File: src/rtl/echo_ind_pkg.sv
// Shared constants for the echo indication serializer: method tags and
// message/beat geometry derived from the argument and beat widths.
package echo_ind_pkg;

    localparam int unsigned TAG_W = 32;

    localparam logic [TAG_W-1:0] TAG_SAY  = 32'd1;
    localparam logic [TAG_W-1:0] TAG_SAY2 = 32'd2;

    // Message is a tag word followed by two method arguments.
    function automatic int unsigned calc_msg_w(input int unsigned data_w);
        return TAG_W + 2 * data_w;
    endfunction

    function automatic int unsigned calc_beats(input int unsigned msg_w, input int unsigned out_w);
        return msg_w / out_w;
    endfunction

endpackage

File: src/rtl/echo_msg_fifo.sv
// Message FIFO for the serializer; pointers reset, storage array does not.
module echo_msg_fifo #(
    parameter int unsigned MSG_W = 96,
    parameter int unsigned DEPTH = 4
) (
    input  logic             clk,
    input  logic             rst,
    input  logic             push_i,
    input  logic [MSG_W-1:0] push_data_i,
    input  logic             pop_i,
    output logic [MSG_W-1:0] head_o,
    output logic             full_o,
    output logic             empty_o
);

    localparam int unsigned AW = $clog2(DEPTH);
    localparam int unsigned PW = AW + 1;

    logic [PW-1:0]    wr_q, wr_d;
    logic [PW-1:0]    rd_q, rd_d;
    logic [MSG_W-1:0] mem_q [DEPTH];
    logic             push_ok;
    logic             pop_ok;

    // Extra pointer bit distinguishes full from empty when indices match.
    assign empty_o = (wr_q == rd_q);
    assign full_o  = (wr_q[AW] != rd_q[AW]) && (wr_q[AW-1:0] == rd_q[AW-1:0]);
    assign head_o  = mem_q[rd_q[AW-1:0]];

    assign push_ok = push_i && !full_o;
    assign pop_ok  = pop_i && !empty_o;

    always_comb begin
        wr_d = wr_q + PW'(push_ok);
        rd_d = rd_q + PW'(pop_ok);
    end

    always_ff @(posedge clk or posedge rst) begin
        if (rst) begin
            wr_q <= '0;
            rd_q <= '0;
        end else begin
            wr_q <= wr_d;
            rd_q <= rd_d;
        end
    end

    always_ff @(posedge clk) begin
        if (push_ok) begin
            mem_q[wr_q[AW-1:0]] <= push_data_i;
        end
    end

endmodule

File: src/rtl/echo_indication_serializer.sv
// Packs say/say2 method calls into tagged messages, queues them and streams
// each message out LSB-first as OUT_W-wide beats with a last marker.
module echo_indication_serializer
    import echo_ind_pkg::*;
#(
    parameter int unsigned DATA_W = 32,
    parameter int unsigned OUT_W  = 32,
    parameter int unsigned DEPTH  = 4
) (
    input  logic              CLK,
    input  logic              nRST,
    input  logic              say__ENA,
    input  logic [DATA_W-1:0] say_meth,
    input  logic [DATA_W-1:0] say_v,
    output logic              say__RDY,
    input  logic              say2__ENA,
    input  logic [DATA_W-1:0] say2_a,
    input  logic [DATA_W-1:0] say2_b,
    output logic              say2__RDY,
    output logic              pipe_enq__ENA,
    output logic [OUT_W-1:0]  pipe_enq_v,
    output logic              pipe_enq_last,
    input  logic              pipe_enq__RDY,
    output logic [15:0]       msg_sent
);

    localparam int unsigned MSG_W  = calc_msg_w(DATA_W);
    localparam int unsigned BEATS  = calc_beats(MSG_W, OUT_W);
    localparam int unsigned BEAT_W = (BEATS > 1) ? $clog2(BEATS) : 1;

    logic [BEAT_W-1:0] beat_q, beat_d;
    logic [15:0]       sent_q, sent_d;
    logic [MSG_W-1:0]  head;
    logic [MSG_W-1:0]  push_data;
    logic              fifo_full;
    logic              fifo_empty;
    logic              accept_say;
    logic              accept_say2;
    logic              push;
    logic              pop;
    logic              beat_fire;
    logic              is_last;

    // say wins a same-cycle collision, so say2 is held off combinationally.
    assign say__RDY    = !fifo_full;
    assign say2__RDY   = !fifo_full && !say__ENA;
    assign accept_say  = say__ENA && say__RDY;
    assign accept_say2 = say2__ENA && say2__RDY;
    assign push        = accept_say || accept_say2;
    assign push_data   = accept_say ? {say_v, say_meth, TAG_SAY}
                                    : {say2_b, say2_a, TAG_SAY2};

    assign is_last       = (beat_q == BEAT_W'(BEATS - 1));
    assign pipe_enq__ENA = !fifo_empty;
    assign pipe_enq_last = !fifo_empty && is_last;
    assign pipe_enq_v    = OUT_W'(head >> (OUT_W * beat_q));
    assign beat_fire     = pipe_enq__ENA && pipe_enq__RDY;
    assign pop           = beat_fire && is_last;
    assign msg_sent      = sent_q;

    echo_msg_fifo #(
        .MSG_W (MSG_W),
        .DEPTH (DEPTH)
    ) u_fifo (
        .clk         (CLK),
        .rst         (nRST),
        .push_i      (push),
        .push_data_i (push_data),
        .pop_i       (pop),
        .head_o      (head),
        .full_o      (fifo_full),
        .empty_o     (fifo_empty)
    );

    // Beat index only moves on an accepted beat; the head pops on the last one.
    always_comb begin
        beat_d = beat_q;
        sent_d = sent_q;
        if (beat_fire) begin
            if (is_last) begin
                beat_d = '0;
                sent_d = sent_q + 16'd1;
            end else begin
                beat_d = beat_q + BEAT_W'(1);
            end
        end
    end

    always_ff @(posedge CLK or posedge nRST) begin
        if (nRST) begin
            beat_q <= '0;
            sent_q <= '0;
        end else begin
            beat_q <= beat_d;
            sent_q <= sent_d;
        end
    end

endmodule

File: config.mk
export PLATFORM = sky130hd
export DESIGN_NAME = echo_indication_serializer
export DESIGN_NICKNAME = d
export VERILOG_FILES = /design/src/rtl/echo_ind_pkg.sv /design/src/rtl/echo_msg_fifo.sv /design/src/rtl/echo_indication_serializer.sv
export SDC_FILE = /design/constraint.sdc
export NUM_CORES = 1
export LEC_CHECK = 0
export CORE_UTILIZATION = 40
export CTS_CLUSTER_SIZE = 10
export DETAILED_ROUTE_END_ITERATION = 8
export PLACE_DENSITY = 0.65
export SLEW_MARGIN = 20
export SYNTH_ARGS = -nofsm -noshare
export SYNTH_HDL_FRONTEND = slang
export SYNTH_SLANG_ARGS = --single-unit
File: constraint.sdc
create_clock -name CLK -period 10.2 [get_ports CLK]
set_input_delay 2.55 -clock CLK [delete_from_list [all_inputs] [get_ports CLK]]
set_output_delay 2.55 -clock CLK [all_outputs]
set_load 0.02 [all_outputs]
# ---- After elaboration in Yosys (flattened, before gate mapping)
# Memory sizes are Yosys's and may differ from the RTL's.
# Cells that the tools add are included.
dict set report word_totals {
  ff_bits 24
  mem_bits_rw 384
  in_bits 133
  n_memories 1
}
dict set report classes {
  addsub 4
  eq_ne 4
  shift 1
  muxes 4
  reduce_logical 14
}
# memory words width read_ports rd_ports_with_merged_regs write_ports line_no
set mem_list {}
lappend mem_list {u_fifo.mem_q 4 96 1 0 1 echo_msg_fifo.sv:21} ;# logic [MSG_W-1:0] mem_q [DEPTH];
# op count
set ops {}
lappend ops {{two-way mux 96 bit} 1}
lappend ops {{right shift 96 x 7 -> 32 bit} 1}
lappend ops {{adder 16 x 1 -> 16 bit, second input constant} 1}
lappend ops {{logical AND 1 bit} 9}
lappend ops {{adder 3 x 1 -> 3 bit} 2}
lappend ops {{equality test 3 bit} 1}
lappend ops {{logical NOT 1 bit} 3}
lappend ops {{adder 2 x 1 -> 2 bit, second input constant} 1}
lappend ops {{equality test 2 bit} 1}
lappend ops {{equality test 2 bit, second input constant} 1}
lappend ops {{two-way mux 1 bit} 2}
lappend ops {{two-way mux 2 bit} 1}
lappend ops {{AND reduction 2 bit} 1}
lappend ops {{logical OR 1 bit} 1}
lappend ops {{!= test 1 bit} 1}

# ---- Depth between registers and ports, before layout
dict set report logic_depth {
  ltp_word 9
  mapped_depth 8
  depth_no_buf 7
}

# ---- Hierarchy
# Synthesis repeated with hierarchy kept, for this count alone.
dict set report hier_totals {
  hier_cells 796
  area_unflattened_um2 16484.6
}
# module instances cells_each area_per_inst_um2 seq_area_each_um2
set by_module_without_submodules {}
lappend by_module_without_submodules {echo_msg_fifo 1 533 14189.9 11681.2}
lappend by_module_without_submodules {echo_indication_serializer 1 263 2294.7 450.4}

# ---- Worst setup path before layout
# OpenSTA, ideal clock, no wires.
dict set report synth_timing {
  path_kind {input to register}
  startpoint {input port say__ENA}
  endpoint {memory u_fifo.mem_q[2][0], enable pin}
  setup_ns 0.585
  arrival_time_ns 7.584
  required_ns 9.615
  setup_slack_ns 2.031
  stages 2
  path_cell_list {o21ai_0 nor3b_1}
}
dict set report synth_via {
  elab_chain_cells 7
}
# element line_no
set synth_lines {}
lappend synth_lines {{from (decl)} echo_indication_serializer.sv:12} ;# input logic say__ENA,
lappend synth_lines {{logical NOT 1 bit} echo_indication_serializer.sv:46} ;# assign say2__RDY = !fifo_full && !say__ENA;
lappend synth_lines {{logical AND 1 bit} echo_indication_serializer.sv:46}
lappend synth_lines {{logical AND 1 bit} echo_indication_serializer.sv:48} ;# assign accept_say2 = say2__ENA && say2__RDY;
lappend synth_lines {{logical OR 1 bit (*)} echo_indication_serializer.sv:49} ;# assign push = accept_say || accept_say2;
lappend synth_lines {{logical AND 1 bit (*)} echo_msg_fifo.sv:30} ;# assign push_ok = push_i && !full_o;
lappend synth_lines {{two-way mux 1 bit (*)} echo_msg_fifo.sv:49} ;# if (push_ok) begin
lappend synth_lines {{two-way mux 1 bit (not written as such) (*)} echo_msg_fifo.sv:50} ;# mem_q[wr_q[AW-1:0]] <= push_data_i;
lappend synth_lines {{to (decl)} echo_msg_fifo.sv:21}
# Every way passes the cells marked *; elsewhere a longest branch is shown, timed or not.

# ---- Worst setup path after layout
dict set report layout_timing {
  startpoint {input port say__ENA}
  endpoint {output port say2__RDY}
}
dict set report layout_via {
  elab_chain_cells 2
}
# element line_no
set layout_lines {}
lappend layout_lines {{logical NOT 1 bit} echo_indication_serializer.sv:46}
lappend layout_lines {{logical AND 1 bit} echo_indication_serializer.sv:46}
lappend layout_lines {{to (decl)} echo_indication_serializer.sv:19} ;# output logic say2__RDY,
# Every way passes these cells.

==> reports/qor.yml <==
placement:
  dpl.hpwl_um: 14100
  place_inst: 1114
  io_buffer_count: 184
  place_ws_ns: 3.83
  gp_congestion: 0.743
synthesis:
  synth_seq_cells: 288
  yosysUniqueCellTypes: 40
  syn-cell-area_um2: 12000
  synth_cells: 565
  synth.net_count: 703
  synth.avg_cell_area_um2: 21.3
  yosysSeqAreaShare_pct: 70.9
  yosys_warnings: 0
timing:
  fin_crit_sh_pct: 62.5
  rsz0062_at_grt: "false"
  fin_crit_ns: 6.37
  hold_violations: 0
  skew_ns: 0.0146
  fin_ws_ns: 3.83
  setup_tns_ns: 0
  worst_pin_slew_ns: 1.05
  slew_headroom_pct: 29.9
  drv_slew: 0
  max_freq_mhz: 157
  finalSetupViolCount: 0
drt:
  first_pass_iters: 4
  drt_iter0_markers: 412
  drc_errors: 0
  detail-route-antenna-nets: 0
  routed-via-count: 6043
  wl_um: 23300
  vias_per_cell: 5.19
  detail_route.wl_per_cell_um: 20.0
clock_network:
  cts_setup_buffers: 0
  cts_hold_buffers: 0
  clock_latency_ns: 0.50
  cts_sinks: 288
  cts_resized: 0
  cts_made_buffers: 35
  cts_tree: "built"
  cts_root_buffer: "clkbuf_16"
  h-tree-depth: 2
  clk_pin_slew_ns: 0.05
  clockBufferDepth: 3
worst_setup_path:
  cp_common_cell: "clkdlybuf4s50_1"
  crit_slowest_cell: "clkdlybuf4s50_1"
  path_delay_family: "buffers and inverters"
  path_class: "in -> out"
  cp.arrival_ns: 3.82
  path_max_fanout: 3
  cp-end-kind: "primary output"
  ff2ff_setup_slack_ns: 6.78
  worstPathCellList: "clkdlybuf4s50_1 > a31oi_1 > clkdlybuf4s50_1"
  max_stage_delay_ns: 0.62
  crit_path_start_kind: "input port"
  rr_endpoint: "u_fifo.mem_q[2][94]"
  timing.rr.start: "u_fifo.rd_q[1]"
  cp.required_ns: 7.65
  crit_buf_inv: 2
  reg2reg_depth: 5
power_and_ir_drop:
  combPwrFrac_pct: 34.2
  p_sw_uw: 1450
  vdd_ir_drop_max_v: 0.000129
  power.share.switching_pct: 30.7
  p_per_area_nw_per_um2: 309
  p_seq_share_pct: 43.1
  p_leak_uw: 0.00527
  p_clk_share_pct: 22.7
  intPower_uw: 3260
die:
  pin_count: 185
  floorplan.initialDensity_pct: 40.6
  rows: 63
  dieArea_um2: 30800
  fp.dieW_um: 175
  fp.dieH_um: 175
  core-area_um2: 29600
cells_and_area:
  fillers: 2375
  area_growth_pct: 26.7
  final_util_pct: 51.4
  final_cells: 1165
  diodes: 0
  fin_nets: 899
  drive_gt1_share_pct: 24.5
job:
  max-cap-violations: 0
global_routing:
  grt_pass1_wl_um: 36300
  grt_pass1_vias: 6474
  overflow: 0
  grt_max_degree: 70
  grt.total_usage_pct: 15.6
  antenna_found_initial: 1
hold_path:
  holdPathEnd: "msg_sent[15]"
  min_path_cells: 1
  hp-start: "msg_sent[15]"
  hold_path.class: "reg -> reg"
outcome:
  status: "finished clean"
final cells by class:
class,instances,area [um^2],share of cell area (%)
Tap cell,390,488,3.20
Multi-Input combinational cell,241,3280,21.5
Clock buffer,48,946,6.21
Timing Repair Buffer,191,1930,12.7
Sequential cell,288,8540,56.0
Clock inverter,3,33.8,0.222
Inverter,4,15.0,0.0986
registers in the layout, indices dropped and copies added, names as in the netlist:
signal        count
u_fifo.rd_q       3
beat_q            2
u_fifo.mem_q    264
msg_sent         16
u_fifo.wr_q       3
per-layer routing:
| metal | part of all wire, % | GRT usage [%] |
|---|---|---|
| met5 | 0.056 | 0 |
| met4 | 1.5 | 3.77 |
| met3 | 5.7 | 3.18 |
| met2 | 50 | 26.5 |
| met1 | 42 | 20.5 |
logic make-up after synthesis:
| kind of cell | share of synthesized area (%) |
|---|---|
| xor gates and xnor gates | 1.74 |
| DFF | 70.9 |
| and+or+nand+nor | 2.35 |
| muxes | 19.7 |
| adders and majority gates | 0.520 |
| AOI/OAI and AO/OA | 2.65 |
| buffers and inverters | 2.11 |
Yosys cell counts (all sizes together):
library cell	n	area share, %
nand4	5	0.26
nor3b	2	0.12
a22oi	2	0.12
inv	4	0.12
and3	3	0.16
mux2	65	7.3
a21o	2	0.12
nand3	3	0.17
o21ai	1	0.042
a22o	30	2.2
and4bb	1	0.10
and3b	1	0.073
xor2	15	1.2
ha	5	0.52
nand4b	1	0.073
xnor2	8	0.58
nor2b	2	0.10
nor4b	2	0.15
edfxtp	264	66
nor2	4	0.12
mux4	66	12
clkbuf	11	0.34
and4b	1	0.083
nand2	9	0.30
nor3	4	0.26
buf	21	1.6
and4	3	0.22
a31oi	2	0.10
dfrtp	24	5.0
and2	3	0.16
o311ai	1	0.073
per-stage QoR:
| step | instance area, um^2 | power (uW) | hold WS, ns |
|---|---|---|---|
| after floorplan | 12000 | 3150 | 0.473 |
| after global placement | 14200 | 3620 | 0.458 |
| after global routing | 15200 | 4940 | 0.512 |
| after CTS | 15200 | 4790 | 0.481 |
| after detailed placement | 14300 | 3710 | 0.470 |
| final | 15200 | 4710 | 0.475 |
worst max path at each step:
stage,from,to,cells after the start
2_1_floorplan,say__ENA,u_fifo.mem_q[2][0],2
3_3_place_gp,say__ENA,say2__RDY,3
4_1_cts,say__ENA,say2__RDY,3
5_1_grt,say__ENA,say2__RDY,3
6_report,say__ENA,say2__RDY,3
3_5_place_dp,say__ENA,say2__RDY,3
cells in the final DEF (no fill, tap or decap), types with 2 or more instances in the layout:
master / synthesis / routed
xnor2_1: 8 / 8
nor2_1: 4 / 4
nand4_1: 5 / 5
nor3b_2: 0 / 2
nand3_1: 2 / 2
ha_1: 5 / 5
and4_1: 3 / 3
nor4b_1: 2 / 2
and2_1: 3 / 3
nand2_1: 8 / 8
a21o_1: 2 / 2
dfrtp_4: 0 / 2
a22oi_1: 2 / 2
mux4_2: 66 / 66
nor3_1: 3 / 2
xor2_1: 14 / 14
a31oi_1: 2 / 2
and3_1: 3 / 2
a22o_1: 30 / 30
nor2b_4: 0 / 2
buf_4: 6 / 5
inv_6: 0 / 2
clkbuf_16: 0 / 36
buf_16: 0 / 2
mux2_4: 40 / 40
clkbuf_1: 11 / 12
inv_1: 4 / 4
edfxtp_1: 264 / 264
dfrtp_1: 24 / 22
mux2_2: 25 / 25
clkdlybuf4s50_1: 0 / 184
power by group through the flow:
stage	clock network [uW]	registers, uW	logic (uW)
CTS	1090	2040	1650
finish	1070	2030	1610
global route	1140	2080	1730
detailed placement	0	2060	1650
global placement	0	2030	1590
floorplan	0	1970	1180
worst register-to-register path, stage by stage (launching register included):
cell and delay, ns:
dfrtp_4 1.11, xnor2_1 0.31, nand3_2 0.19, o21ai_0 0.29
nor3b_2 0.31, buf_4 0.80
Note: power is estimated with default switching activity, not from simulation.
